## src/rtl/objects_mux_arbiter.sv

```systemverilog
// Per-pixel colour arbiter between the background and up to eight object drawers,
// with per-frame player collision detection against objects and border lines.
module objects_mux_arbiter #(
   parameter int NUM_REQ = 4
) (
   input  logic                 clk,
   input  logic                 resetN,
   input  logic                 startOfFrame,
   input  logic [NUM_REQ-1:0]   drawingRequest,
   input  logic [8*NUM_REQ-1:0] objRGB,
   input  logic [7:0]           BG_RGB,
   input  logic                 boardersDR,
   output logic [7:0]           RGBOut,
   output logic [3:0]           winnerIdx,
   output logic                 collision,
   output logic [NUM_REQ:0]     collisionMask
);

   localparam logic [3:0] BG_IDX = 4'hF;

   logic [7:0]       win_rgb;
   logic [3:0]       win_idx;
   logic [NUM_REQ:0] hit;
   logic             any_hit;
   logic [NUM_REQ:0] acc_mask;
   logic             pulsed_this_frame;

   // Scanning from the highest index down lets the lowest active index win.
   // NOTE: every combinational output gets a default first so no path can infer a latch.
   always_comb begin
      win_rgb = BG_RGB;
      win_idx = BG_IDX;
      for (int i = NUM_REQ-1; i >= 0; i--) begin
         if (drawingRequest[i]) begin
            win_rgb = objRGB[8*i +: 8];
            win_idx = 4'(i);
         end
      end
   end

   // Bit 0 stays clear: the player cannot collide with itself.
   always_comb begin
      hit = '0;
      for (int i = 1; i < NUM_REQ; i++) begin
         hit[i] = drawingRequest[0] & drawingRequest[i];
      end
      hit[NUM_REQ] = drawingRequest[0] & boardersDR;
   end

   assign any_hit = |hit;

   // NOTE: registered state uses non-blocking assignments so all updates see pre-edge values.
   always_ff @(posedge clk or negedge resetN) begin
      if (!resetN) begin
         RGBOut    <= 8'h00;
         winnerIdx <= BG_IDX;
      end else begin
         RGBOut    <= win_rgb;
         winnerIdx <= win_idx;
      end
   end

   // Hits seen in the startOfFrame cycle already belong to the new frame.
   always_ff @(posedge clk or negedge resetN) begin
      if (!resetN) begin
         acc_mask          <= '0;
         collisionMask     <= '0;
         pulsed_this_frame <= 1'b0;
         collision         <= 1'b0;
      end else begin
         collision <= any_hit & (startOfFrame | ~pulsed_this_frame);
         if (startOfFrame) begin
            acc_mask          <= hit;
            collisionMask     <= acc_mask;
            pulsed_this_frame <= any_hit;
         end else begin
            acc_mask          <= acc_mask | hit;
            pulsed_this_frame <= pulsed_this_frame | any_hit;
         end
      end
   end

endmodule
```

## config.mk

```make
export PLATFORM = sky130hd
export DESIGN_NAME = objects_mux_arbiter
export DESIGN_NICKNAME = d
export VERILOG_FILES = /design/src/rtl/objects_mux_arbiter.sv
export SDC_FILE = /design/constraint.sdc
export NUM_CORES = 1
export LEC_CHECK = 0
export BUFFER_PORTS_ARGS = -buffer_cell sky130_fd_sc_hd__buf_2
export CAP_MARGIN = 20
export CORE_MARGIN = 2
export CORE_UTILIZATION = 45
export DETAILED_ROUTE_END_ITERATION = 10
export PLACE_DENSITY = 0.88
export SETUP_SLACK_MARGIN = 0.02
export SLEW_MARGIN = 20
export SYNTH_ARGS = -nofsm -noshare
export SYNTH_HDL_FRONTEND = slang
export SYNTH_SLANG_ARGS = --single-unit
```

## constraint.sdc

```tcl
create_clock -name clk -period 1.2 [get_ports clk]
set_input_delay 0.24 -clock clk [delete_from_list [all_inputs] [get_ports clk]]
set_output_delay 0.24 -clock clk [all_outputs]
set_load 0.05 [all_outputs]
```

==> key figures <==
Global route
  – Total gr overflow: 0
  – Pin count of the biggest net entering global routing: 22
  – Global-route wire length before repair: 4130 microns
  – Vias in the first global route: 893
  – Antenna violations before repair: 0
  – Total global-route track usage: 0.210

Timing
  – Hold Vio Cnt, Final: 0
  – Worst Hold Slack: 145 ps
  – Max Slew Vio Count: 0
  – Final worst path period share: 1.04
  – Count of final setup violators: 4
  – Setup ws final: -45.9 ps
  – Min Tclk post-route: 1250 ps
  – Worst Tran Pin Value: 600 ps
  – Worst slew margin: 0.590
  – RSZ-0062 raised after global routing: true
  – FMAX: 803 MHz
  – Setup TNS Final: -114 ps
  – Clock Skews: 0.170 ps

Yosys
  – Syn Nets: 131
  – Sequential-to-total area share from yosys stat: 0.508
  – Flip-flop and latch count after synthesis: 21
  – Synth area leaders: dfrtp_1 (43%), mux2_4 (8.6%), dfstp_2 (7.6%)
  – Mapped Cells: 83
  – Syn Area/Cell: 12.6 sq um
  – Top cell type's share of synthesized area: 0.432
  – Synth unique cells: 26
  – Yosys top cell by area: dfrtp_1
  – Post-Syn Area: 1040 sq um
  – YS warnings: 0

Critical path
  – Crit path arrival time: 1010 ps
  – Critical path class: flop to primary output
  – Worst setup path startpoint: winnerIdx[2]$_DFF_PN1_
  – Critical Path Source Type: flop
  – CP Max Fanout: 2
  – CP required: 960 ps
  – Reg2reg end: collisionMask[1]$_DFFE_PN0P_
  – Max incr delay on CP: 560 ps
  – Flop2flop setup slack: 420 ps
  – RR Startpoint: collisionMask[1]$_DFFE_PN0P_
  – Cell family with most CP delay: flip-flops
  – Worst Path Buf+Inv: 1
  – CP max-delay cell: dfstp_2
  – Crit. End Element: primary output
  – R2R depth: 1
  – Crit path cell chain: buf_6

Layout
  – Fill cells: 164
  – Fin area: 1470 sq um
  – Final nets: 198
  – Register area: 529 sq um
  – Layout area overhead: 41.3%
  – N_diodes: 0
  – Area of the multi-input gates: 443 sq um
  – Commonest non-fill, non-tap cell in the layout: buf_2
  – Layout cell share with drive strength beyond 1: 0.597
  – Most frequent cells in the layout: buf_2 (53), dfrtp_1 (18), mux2i_1 (7), o21ai_1 (7), clkbuf_4 (7)

Power
  – Clock power frac: 0.192
  – Static leakage: 0.774 nW
  – Switching Share: 0.336
  – Sw Pwr: 0.566 mW
  – Pwr dens: 1140 nW/um^2
  – Tot Pwr: 1.68 mW
  – IR Drop Worst-Case VDD: 0.686 mV
  – Combinational power share: 0.330
  – Sequential Power Share: 0.478
  – Power Internal: 1.12 mW

CTS
  – Worst-Skew Late Latency: 300 ps
  – Post-CTS setup buffers: 0
  – CTS Root Cell: clkbuf_4
  – CTS Sinks: 21
  – Cts bufs inserted: 3
  – CTS tree: yes
  – H-tree Lvls: 1
  – CTS clk-pin slew, worst paths: 120 ps
  – Clock Path Buffers: 2

Place
  – Pre-CTS setup slack: -141 ps
  – Port bufs: 64
  – Area post-placement: 1390 sq um
  – RD Place Congestion: 0.907
  – Detailed Place HPWL: 2110 microns

Worst hold path
  – Hold Crit Start: objRGB[5]
  – Type of the tightest min-delay check: input port to flop
  – Hold path cells: 3
  – Worst Hold End: RGBOut[5]$_DFF_PN0_

Routing
  – Pre-Repair DR Iteration Count: 4
  – Final ANT Viol Nets: 0
  – Final wirelength: 2610 microns
  – DRT iter0 DRCs: 16
  – WL/cell: 14.7 microns
  – Vias: 911
  – Residual DRC count: 0
  – Post-DR vias/cell: 5.15

Floorplan
  – Die ar.: 2720 sq um
  – Initial Util: 0.476
  – # rows: 17
  – Die width: 52.1 microns
  – Die height: 52.1 microns
  – I/O Pins: 66
  – Core Box Area: 2190 sq um

Outcome
  – Violated checks: setup timing
  – Status: finished with violations

Job
  – Max Cap Viol: 0
-- how the worst max path moves through the flow --
| stage | to | cells past startpoint | slack [ps] |
|---|---|---|---|
| floorplan | winnerIdx[3] | 1 | 40 |
| global placement | RGBOut[4]$_DFF_PN0_ | 4 | -30 |
| detailed placement | RGBOut[4]$_DFF_PN0_ | 4 | -140 |
| CTS | winnerIdx[3] | 1 | -50 |
| global route | winnerIdx[3] | 1 | -100 |
| finish | winnerIdx[3] | 1 | -50 |
-- what timing repair did --
action / in CTS / in global routing
hold buffers: 1 / 0
setup endpoints to repair: 4 / 11
endpoints found under the hold margin: 18 / 0
gates resized for setup: 10 / 10
-- cells by family (layout without fill, tap and decap cells) --
logic type      after synthesis  after routing  share of synthesized area
compound gates               23             23                      0.168
simple gates                  9              9                     0.0456
flops                        21             21                      0.508
other cells                   1              1                    0.00360
buf+inv                      11             77                     0.0672
mux                          18             18                      0.208
-- cells in the mapped netlist --
cell type / n
mux2_2: 5
and2b_1: 1
a21oi_1: 2
mux2i_1: 7
nor3b_1: 1
a22o_2: 1
o41ai_1: 1
a2111oi_0: 1
inv_1: 4
o221ai_2: 1
a22o_1: 3
buf_4: 3
mux2_4: 6
o21ai_1: 7
a22oi_1: 6
dfrtp_1: 18
conb_1: 1
buf_6: 2
nor2_1: 1
nor3_1: 1
dfstp_2: 3
nor2b_1: 1
buf_2: 2
or2_0: 1
nand2_1: 3
o41ai_2: 1
-- sequential cells by signal, indices dropped and copies added (netlist names) --
name and flops:
pulsed_this_frame 1, collisionMask 4, collision 1, RGBOut 8, acc_mask 4, winnerIdx 3
-- layout make-up --
cell class              count  share of cell area
flip-flops and latches     21               0.359
well taps                  28              0.0238
repair buffers             69               0.287
clock buffers               3              0.0153
inverters                   4              0.0102
clock inverters             1             0.00340
multi-input cells          51               0.301
-- power by group through the flow --
stage	clock [mW]	combinational (mW)	sequential, mW
floorplan	0	0.166	0.999
global placement	0	0.519	0.812
detailed placement	0	0.530	0.814
CTS	0.333	0.543	0.803
global route	0.369	0.589	0.810
finish	0.324	0.555	0.805
-- tightest hold or removal path: cells and delay by family --
family	cells	cell delay (ps)
and+or+nand+nor	1	50
buffers and inverters	1	80
AOI/OAI and AO/OA	1	50
-- stage by stage --
| step | utilization | cells |
|---|---|---|
| 4_1_cts | 0.664 | 177 |
| 3_5_place_dp | 0.632 | 172 |
| 5_1_grt | 0.672 | 177 |
| 2_1_floorplan | - | 83 |
| 3_3_place_gp | 0.632 | 172 |
| 6_report | 0.672 | 177 |
-- per-layer routing --
layer,global-route usage,part of all wire,vias to the layer above
met5,0,0,-
met4,0.101,0.031,0
met3,0.0316,0.054,8
met2,0.346,0.52,44
met1,0.269,0.39,426
li1,-,-,433
(Power assumes the default switching activity.)
